<file path="src/rtl/coo_pkg.sv">
// Shared types and default sizing for the dense-to-COO encoder.
// It holds the state enum, the default triplet layout and the index-width helper.
package coo_pkg;

  localparam int N_DEF = 4;
  localparam int W_DEF = 32;

  // Width needed to index n items; never drops to zero so 1x1 matrices still elaborate.
  function automatic int idx_w(input int n);
    return (n > 1) ? $clog2(n) : 1;
  endfunction

  localparam int IDX_W = idx_w(N_DEF);

  typedef struct packed {
    logic [IDX_W-1:0] row;
    logic [IDX_W-1:0] col;
    logic [W_DEF-1:0] val;
  } triplet_t;

  typedef enum logic [1:0] {
    LOAD = 2'd0,
    HDR  = 2'd1,
    EMIT = 2'd2
  } state_t;

endpackage

</file>
<file path="src/rtl/coo_triplet_buf.sv">
// Triplet store for one matrix. It has a synchronous write port and a combinational read port.
// Row and column are kept at index width, and the value at full width.
module coo_triplet_buf
  import coo_pkg::*;
#(
  parameter int DEPTH = N_DEF * N_DEF,
  parameter int IW    = IDX_W,
  parameter int W     = W_DEF,
  parameter int AW    = idx_w(DEPTH)
) (
  input  logic          clk,
  input  logic          we,
  input  logic [AW-1:0] waddr,
  input  logic [IW-1:0] wrow,
  input  logic [IW-1:0] wcol,
  input  logic [W-1:0]  wval,
  input  logic [AW-1:0] raddr,
  output logic [IW-1:0] rrow,
  output logic [IW-1:0] rcol,
  output logic [W-1:0]  rval
);

  logic [IW-1:0] row_mem [DEPTH];
  logic [IW-1:0] col_mem [DEPTH];
  logic [W-1:0]  val_mem [DEPTH];

  always_ff @(posedge clk) begin
    if (we) begin
      row_mem[waddr] <= wrow;
      col_mem[waddr] <= wcol;
      val_mem[waddr] <= wval;
    end
  end

  assign rrow = row_mem[raddr];
  assign rcol = col_mem[raddr];
  assign rval = val_mem[raddr];

endmodule

</file>
<file path="src/rtl/coo_encoder.sv">
// Takes one dense N x N matrix, streamed in row-major order, and emits it in COO form.
// The output is a header beat {N, N, nnz} followed by nnz {row, col, val} triplets.
module coo_encoder
  import coo_pkg::*;
#(
  parameter int N = N_DEF,
  parameter int W = W_DEF
) (
  input  logic         clk,
  input  logic         rst,
  input  logic         in_valid,
  output logic         in_ready,
  input  logic [W-1:0] in_data,
  output logic         out_valid,
  input  logic         out_ready,
  output logic         out_hdr,
  output logic [W-1:0] out_row,
  output logic [W-1:0] out_col,
  output logic [W-1:0] out_val,
  output logic         out_last
);

  localparam int IW    = idx_w(N);
  localparam int DEPTH = N * N;
  localparam int AW    = idx_w(DEPTH);
  localparam int CW    = $clog2(DEPTH + 1);

  state_t        state_reg, state_next;
  logic [IW-1:0] row_reg, row_next;
  logic [IW-1:0] col_reg, col_next;
  logic [CW-1:0] wr_ptr_reg, wr_ptr_next;
  logic [CW-1:0] rd_ptr_reg, rd_ptr_next;
  logic          live_reg;

  logic          buf_we;
  logic [IW-1:0] rd_row;
  logic [IW-1:0] rd_col;
  logic [W-1:0]  rd_val;
  logic          emit_last;

  coo_triplet_buf #(
    .DEPTH(DEPTH),
    .IW   (IW),
    .W    (W),
    .AW   (AW)
  ) u_buf (
    .clk  (clk),
    .we   (buf_we),
    .waddr(wr_ptr_reg[AW-1:0]),
    .wrow (row_reg),
    .wcol (col_reg),
    .wval (in_data),
    .raddr(rd_ptr_reg[AW-1:0]),
    .rrow (rd_row),
    .rcol (rd_col),
    .rval (rd_val)
  );

  // wr_ptr doubles as the nnz count once the matrix has been fully loaded.
  assign emit_last = (rd_ptr_reg == (wr_ptr_reg - CW'(1)));

  always_ff @(posedge clk or posedge rst) begin
    if (rst) begin
      state_reg  <= LOAD;
      row_reg    <= '0;
      col_reg    <= '0;
      wr_ptr_reg <= '0;
      rd_ptr_reg <= '0;
      live_reg   <= 1'b0;
    end else begin
      state_reg  <= state_next;
      row_reg    <= row_next;
      col_reg    <= col_next;
      wr_ptr_reg <= wr_ptr_next;
      rd_ptr_reg <= rd_ptr_next;
      live_reg   <= 1'b1;
    end
  end

  always_comb begin
    state_next  = state_reg;
    row_next    = row_reg;
    col_next    = col_reg;
    wr_ptr_next = wr_ptr_reg;
    rd_ptr_next = rd_ptr_reg;
    buf_we      = 1'b0;
    in_ready    = 1'b0;
    out_valid   = 1'b0;
    out_hdr     = 1'b0;
    out_last    = 1'b0;
    out_row     = '0;
    out_col     = '0;
    out_val     = '0;

    case (state_reg)
      LOAD: begin
        // live_reg keeps the input closed until the first edge after reset is released.
        in_ready = live_reg;
        if (in_valid && live_reg) begin
          buf_we = (in_data != '0);
          if (buf_we) begin
            wr_ptr_next = wr_ptr_reg + CW'(1);
          end
          if (col_reg == IW'(N - 1)) begin
            col_next = '0;
            if (row_reg == IW'(N - 1)) begin
              row_next   = '0;
              state_next = HDR;
            end else begin
              row_next = row_reg + IW'(1);
            end
          end else begin
            col_next = col_reg + IW'(1);
          end
        end
      end

      HDR: begin
        out_valid = 1'b1;
        out_hdr   = 1'b1;
        out_row   = W'(N);
        out_col   = W'(N);
        out_val   = W'(wr_ptr_reg);
        out_last  = (wr_ptr_reg == '0);
        if (out_ready) begin
          rd_ptr_next = '0;
          state_next  = (wr_ptr_reg == '0) ? LOAD : EMIT;
        end
      end

      EMIT: begin
        out_valid = 1'b1;
        out_row   = W'(rd_row);
        out_col   = W'(rd_col);
        out_val   = rd_val;
        out_last  = emit_last;
        if (out_ready) begin
          if (emit_last) begin
            state_next  = LOAD;
            wr_ptr_next = '0;
            rd_ptr_next = '0;
          end else begin
            rd_ptr_next = rd_ptr_reg + CW'(1);
          end
        end
      end

      default: begin
        state_next = LOAD;
      end
    endcase
  end

endmodule

</file>
<file path="config.mk">
export PLATFORM = sky130hd
export DESIGN_NAME = coo_encoder
export DESIGN_NICKNAME = d
export VERILOG_FILES = /design/src/rtl/coo_pkg.sv /design/src/rtl/coo_triplet_buf.sv /design/src/rtl/coo_encoder.sv
export SDC_FILE = /design/constraint.sdc
export NUM_CORES = 1
export LEC_CHECK = 0
export CORE_UTILIZATION = 59
export CTS_CLUSTER_SIZE = 12
export DETAILED_ROUTE_END_ITERATION = 8
export PLACE_DENSITY = 0.79
export SLEW_MARGIN = 20
export SYNTH_ARGS = -nofsm -noshare
export SYNTH_HDL_FRONTEND = slang
export SYNTH_SLANG_ARGS = --single-unit
</file>
<file path="constraint.sdc">
create_clock -name clk -period 5.84 [get_ports clk]
set_clock_uncertainty 0.2 [all_clocks]
set_input_delay 1.168 -clock clk [delete_from_list [all_inputs] [get_ports clk]]
set_output_delay 1.168 -clock clk [all_outputs]
set_load 0.05 [all_outputs]
</file>
* After elaboration in Yosys (flattened, before gate mapping)
Memories as Yosys holds them, arrays and structs flattened.
Index checks and enable logic that the tools add are counted.
W data, S select, Z words.
** Storage, ports and cells
- Bits in registers :: 17
- Memory bits (writable) :: 576
- Input bits :: 36
- Output and inout bits :: 100
- Word-level logic and storage cells :: 68
- Memories kept :: 3
** Operators by class
- $add $sub $neg :: 5
- Eq/ne operators :: 12
- Muxes and demuxes :: 30
- Reductions and logical operators :: 12
** Memory list
- u_buf.val_mem :: words 16, width 32, rd ports 1, clocked after memory_dff 0, wr ports 1, RTL line coo_triplet_buf.sv:25 : logic [W-1:0] val_mem [DEPTH];
- u_buf.col_mem :: words 16, width 2, rd ports 1, clocked after memory_dff 0, wr ports 1, RTL line coo_triplet_buf.sv:24 : logic [IW-1:0] col_mem [DEPTH];
- u_buf.row_mem :: words 16, width 2, rd ports 1, clocked after memory_dff 0, wr ports 1, RTL line coo_triplet_buf.sv:23 : logic [IW-1:0] row_mem [DEPTH];
** Operators by type and width (count)
- $pmux W32 S2 :: 1
- $mux W5 :: 7
- $reduce_bool A32 Y1 :: 1
- $pmux W5 S2 :: 2
- $mux W2 :: 9
- $ne A2 B2 Y1 const B :: 7
- $pmux W3 S2 :: 2
- $add A5 B1 Y5 const B :: 2
- $mux W1 :: 7
- $eq A2 B2 Y1 const B :: 3
- $pmux W2 S3 :: 1
- $reduce_and A3 Y1 :: 2
- $reduce_and A6 Y1 :: 1
- $eq A5 B5 Y1 :: 1
- $logic_not A5 Y1 :: 1
- $reduce_and A5 Y1 :: 1
- $sub A5 B1 Y5 const B :: 1
- $add A2 B1 Y2 const B :: 2
- $reduce_bool A2 Y1 :: 2
- $eq A2 B1 Y1 const B :: 1
- $logic_not A2 Y1 :: 1
- $pmux W1 S2 :: 1
- $reduce_and A2 Y1 :: 1
- $reduce_or A2 Y1 :: 1
- $logic_and A1 B1 Y1 :: 1

* Logic depth before layout (Yosys ltp)
- Depth after elaboration :: 5
- Depth in mapped cells :: 9

* Hierarchy
From an unflattened synthesis, not the netlist that was laid out.
** Second synthesis, totals
- Cells, all modules :: 1131
- Area total of the unflattened synthesis :: 23512.6 um2
** Modules (own cells, without submodules)
- coo_triplet_buf :: instances 1, cells each 902, area an instance 21598.2 um2, sequential area each 17296.6 um2
- coo_encoder :: instances 1, cells each 229, area an instance 1914.3 um2, sequential area each 425.4 um2

* Worst setup path after synthesis
OpenSTA, ideal clock, no wires.
- Path type :: input to register
- From :: input in_valid
- To :: register wr_ptr_reg[4]
- Library setup time :: 0.285 ns
- Arrival :: 4.340 ns
- Data required time :: 5.355 ns
- Path slack :: 1.015 ns
- Cell stages on the path :: 3
- Path buffers :: 0
- Cells stage by stage :: nand3_1 nor3_1 o221ai_1
** On the way
- Cells in the longest elaborated chain, start to end :: 3
** Ends and longest elaborated chain
- from (decl) :: RTL line coo_encoder.sv:11 : input logic in_valid,
- $logic_and A1 B1 Y1 :: RTL line coo_encoder.sv:99 : if (in_valid && live_reg) begin
- $ne A2 B2 Y1 (no line)
- $reduce_and A5 Y1 (no line)
- to (signal assigned) :: RTL line coo_encoder.sv:74 : wr_ptr_reg <= wr_ptr_next;
- to (decl) :: RTL line coo_encoder.sv:31 : logic [CW-1:0] wr_ptr_reg, wr_ptr_next;
Every way passes these cells.
A chain may end at the register's enable or synchronous reset.

* Final worst setup path
- From :: register state_reg[0]
- To :: output out_val[2]
** On the way
- Cells in the longest elaborated chain, start to end :: 2
- Elaborated cells on any way between the ends :: 3
** Ends and longest elaborated chain
- from (decl) :: RTL line coo_encoder.sv:28 : state_t state_reg, state_next;
- from (signal assigned) :: RTL line coo_encoder.sv:71 : state_reg <= state_next;
- $eq A2 B2 Y1 / $eq A2 B1 Y1 (equally long branches) :: RTL line coo_encoder.sv:95 : case (state_reg)
- $pmux W32 S2 * :: RTL line coo_encoder.sv:95
- to (decl) :: RTL line coo_encoder.sv:19 : output logic [W-1:0] out_val,
Every way passes the cells marked *; elsewhere a longest branch is shown, timed or not.

==> flow_summary.json <==
{
  "drc": 0,
  "ys.flop_type": "edfxtp_1",
  "first_pass_iters": 5,
  "irDropWorstVdd_uv": 271,
  "synthDistinctLibCells": 49,
  "p_int_w": 0.00795,
  "rsz0062_at_grt": "no",
  "period_needed_ns": 5.03,
  "synth_edf_count": 576,
  "syn_area_um2": 23700,
  "die-height_um": 202,
  "synth-simple-area-share_pct": 2.71,
  "root_buffer": "clkbuf_16",
  "area_growth_pct": 12.4,
  "max_stage_delay_ns": 0.87,
  "yosysTopAreaCell": "edfxtp_1",
  "die_x_um": 202,
  "cts-resized-gates": 0,
  "hpwl_mm": 26.3,
  "synth_seq_cells": 593,
  "clock_latency_ns": 0.60,
  "fin_setup_tns_ns": 0,
  "cts_tree": "done",
  "worstPathMaxFanout": 21,
  "h-tree-depth": 2,
  "synth_xor_area_share_pct": 0.222,
  "pwr-share-comb_pct": 21.6,
  "synth_seq_area_share_pct": 74.8,
  "cp.arrival_ns": 3.66,
  "maxCapViolCount": 0,
  "drive_above_1_share_pct": 24.1,
  "grt_pass1_vias": 11500,
  "antenna_found_initial": 0,
  "synth_compound_area_share_pct": 1.32,
  "power_w": 0.0107,
  "max_freq_mhz": 199,
  "grt_overflow": 0,
  "crit_required_ns": 4.47,
  "clk_path_buf_depth": 3,
  "maxSlewViolCount": 0,
  "final_common_cell": "edfxtp_1",
  "synth_area_leaders": "edfxtp_1 (73%), mux4_2 (17%), buf_4 (2.1%), dfrtp_1 (1.8%), nor2b_1 (0.82%)",
  "cts_buffers": 57,
  "rows": 73,
  "ant_nets": 0,
  "end_kind": "primary output",
  "hold_path_class": "reg2reg",
  "period_share_pct": 86.1,
  "yosysWarnings": 0,
  "leakage_nw": 8.35,
  "swShare_pct": 26.0,
  "setup_viol": 0,
  "core_um2": 39600,
  "slew-limit-headroom_pct": 25.7,
  "start_kind": "register",
  "wl_per_cell_um": 28.0,
  "post-cts-setup-buffer-count": 0,
  "powerDensity_nw_per_um2": 403,
  "place_area_um2": 25000,
  "synthArstFlopShare_pct": 2.87,
  "io_buffers": 77,
  "status": "completed",
  "tightest_slew_ns": 1.11,
  "vias": 11200,
  "grt_max_degree": 47,
  "via_per_inst": 6.38,
  "pwr-share-seq_pct": 47.7,
  "start_util_pct": 59.7,
  "largest_register": "u_buf.val_mem",
  "synthMuxAreaShare_pct": 17.1,
  "switching_power_w": 0.00279,
  "clkTransAtPathRegs_ns": 0.06,
  "design_area_um2": 26600,
  "utilization_pct": 67.2,
  "largest_register_ffs": 512,
  "nNetsFinal": 1240,
  "synth_area_per_cell_um2": 21.8,
  "reg_top3": "u_buf.val_mem x512, u_buf.col_mem x32, u_buf.row_mem x32",
  "path_cells": "inv_1 -> ha_1 -> nand2_2 -> nor3_1 -> a31oi_1 -> o21ai_0 -> clkdlybuf4s50_1",
  "place.gp.congestion": 0.808,
  "drt_iter0_markers": 1090,
  "crit_type": "reg2out",
  "finalHoldViolCount": 0,
  "diodes": 0,
  "track_usage_pct": 24.6,
  "clockPowerShare_pct": 30.7,
  "cts_hold_buf": 0,
  "yosysTopAreaCellShare_pct": 73.0,
  "ioPinCount": 136,
  "synthCells": 1086,
  "cts.sinks": 593,
  "synth_top_family_by_area": "multiplexers",
  "die_area_um2": 40900,
  "synthAdderAreaFrac_pct": 0.528,
  "grt_pass1_wl_mm": 72.8,
  "final_cell_mix": "edfxtp_1 (576), mux4_2 (175), clkdlybuf4s50_1 (77)",
  "routed_wirelength_mm": 48.9,
  "slowest_stage": "clkdlybuf4s50_1"
}
-- worst max-delay path, delay by kind of cell (launching register included) --
kind                     cells  cell delay, ns
adder cells (fa/ha/maj)      1            0.53
AND/OR/NAND/NOR              2            0.89
buffers and inverters        2            0.98
AO/OA/AOI/OAI                2            0.29
flip-flops                   1            0.38
-- path summary, 6_finish.rpt --
check                                   start              endpoint  slack (ns)  cells after the start
worst min register to register  rd_ptr_reg[4]         rd_ptr_reg[4]        0.37                      2
max in group asynchronous                 rst         rd_ptr_reg[0]        4.12                      2
worst max-delay path             state_reg[0]            out_val[2]        0.81                      7
worst max register to register   state_reg[0]  u_buf.val_mem[4][22]        2.23                      5
min in group asynchronous                 rst         wr_ptr_reg[2]        0.78                      2
worst min-delay path            rd_ptr_reg[4]         rd_ptr_reg[4]        0.37                      2
-- cell families after synthesis --
family                   after synthesis
buffers and inverters                127
AND/OR/NAND/NOR                      116
multiplexers                         186
AO/OA/AOI/OAI                         46
other                                  2
XOR/XNOR                               6
adder cells (fa/ha/maj)               10
flip-flops                           593
-- final cells by class --
| type | count | area [um^2] |
|---|---|---|
| Clock buffer | 81 | 1530 |
| Sequential cell | 593 | 17700 |
| Clock inverter | 8 | 92.6 |
| Fill cell | 2391 | 13000 |
| Tap cell | 525 | 657 |
| Inverter | 12 | 45.0 |
| Multi-Input combinational cell | 423 | 5460 |
| Timing Repair Buffer | 107 | 1110 |
-- metal layers --
| metal | vias to the layer above | routed length (um) | global-route usage [%] |
|---|---|---|---|
| met4 | 0 | 1030 | 7.04 |
| met2 | 592 | 25300 | 41.3 |
| met5 | - | 0 | 0 |
| met1 | 5882 | 18800 | 33.3 |
| li1 | 4616 | - | - |
| met3 | 74 | 3820 | 4.58 |
-- Yosys cell counts, types with 2 or more instances --
library cell,number
o21ai_0,13
nand2_1,22
xnor2_1,3
conb_1,2
nand3_1,6
edfxtp_1,576
a31oi_1,8
buf_2,19
buf_1,4
buf_4,65
ha_1,10
nand4_1,5
inv_1,10
buf_6,3
and3_1,15
o211ai_1,2
nor4_1,8
a21o_1,2
a21oi_1,5
clkbuf_1,24
mux4_2,175
o32ai_1,3
and2_1,5
nor2_1,8
nor3_1,11
xor2_1,3
dfrtp_1,17
mux2i_1,10
o221ai_1,2
nor2b_1,31
-- power by group through the flow --
stage	combinational, W	sequential, W	clock [W]
finish	0.00232	0.00512	0.00330
global route	0.00247	0.00514	0.00349
CTS	0.00235	0.00512	0.00334
detailed placement	0.00234	0.00521	0
global placement	0.00230	0.00519	0
floorplan	0.00189	0.00505	0
-- metrics by stage --
step / std cells / setup slack, ns / hold slack [ns]
2_1_floorplan: 1143 / 1.01 / 0.313
3_3_place_gp: 1660 / 1.11 / 0.344
3_5_place_dp: 1660 / 1.01 / 0.357
4_1_cts: 1749 / 0.784 / 0.370
5_1_grt: 1749 / 0.671 / 0.418
6_report: 1749 / 0.810 / 0.365
No activity file was read; power rests on OpenSTA's default activity.
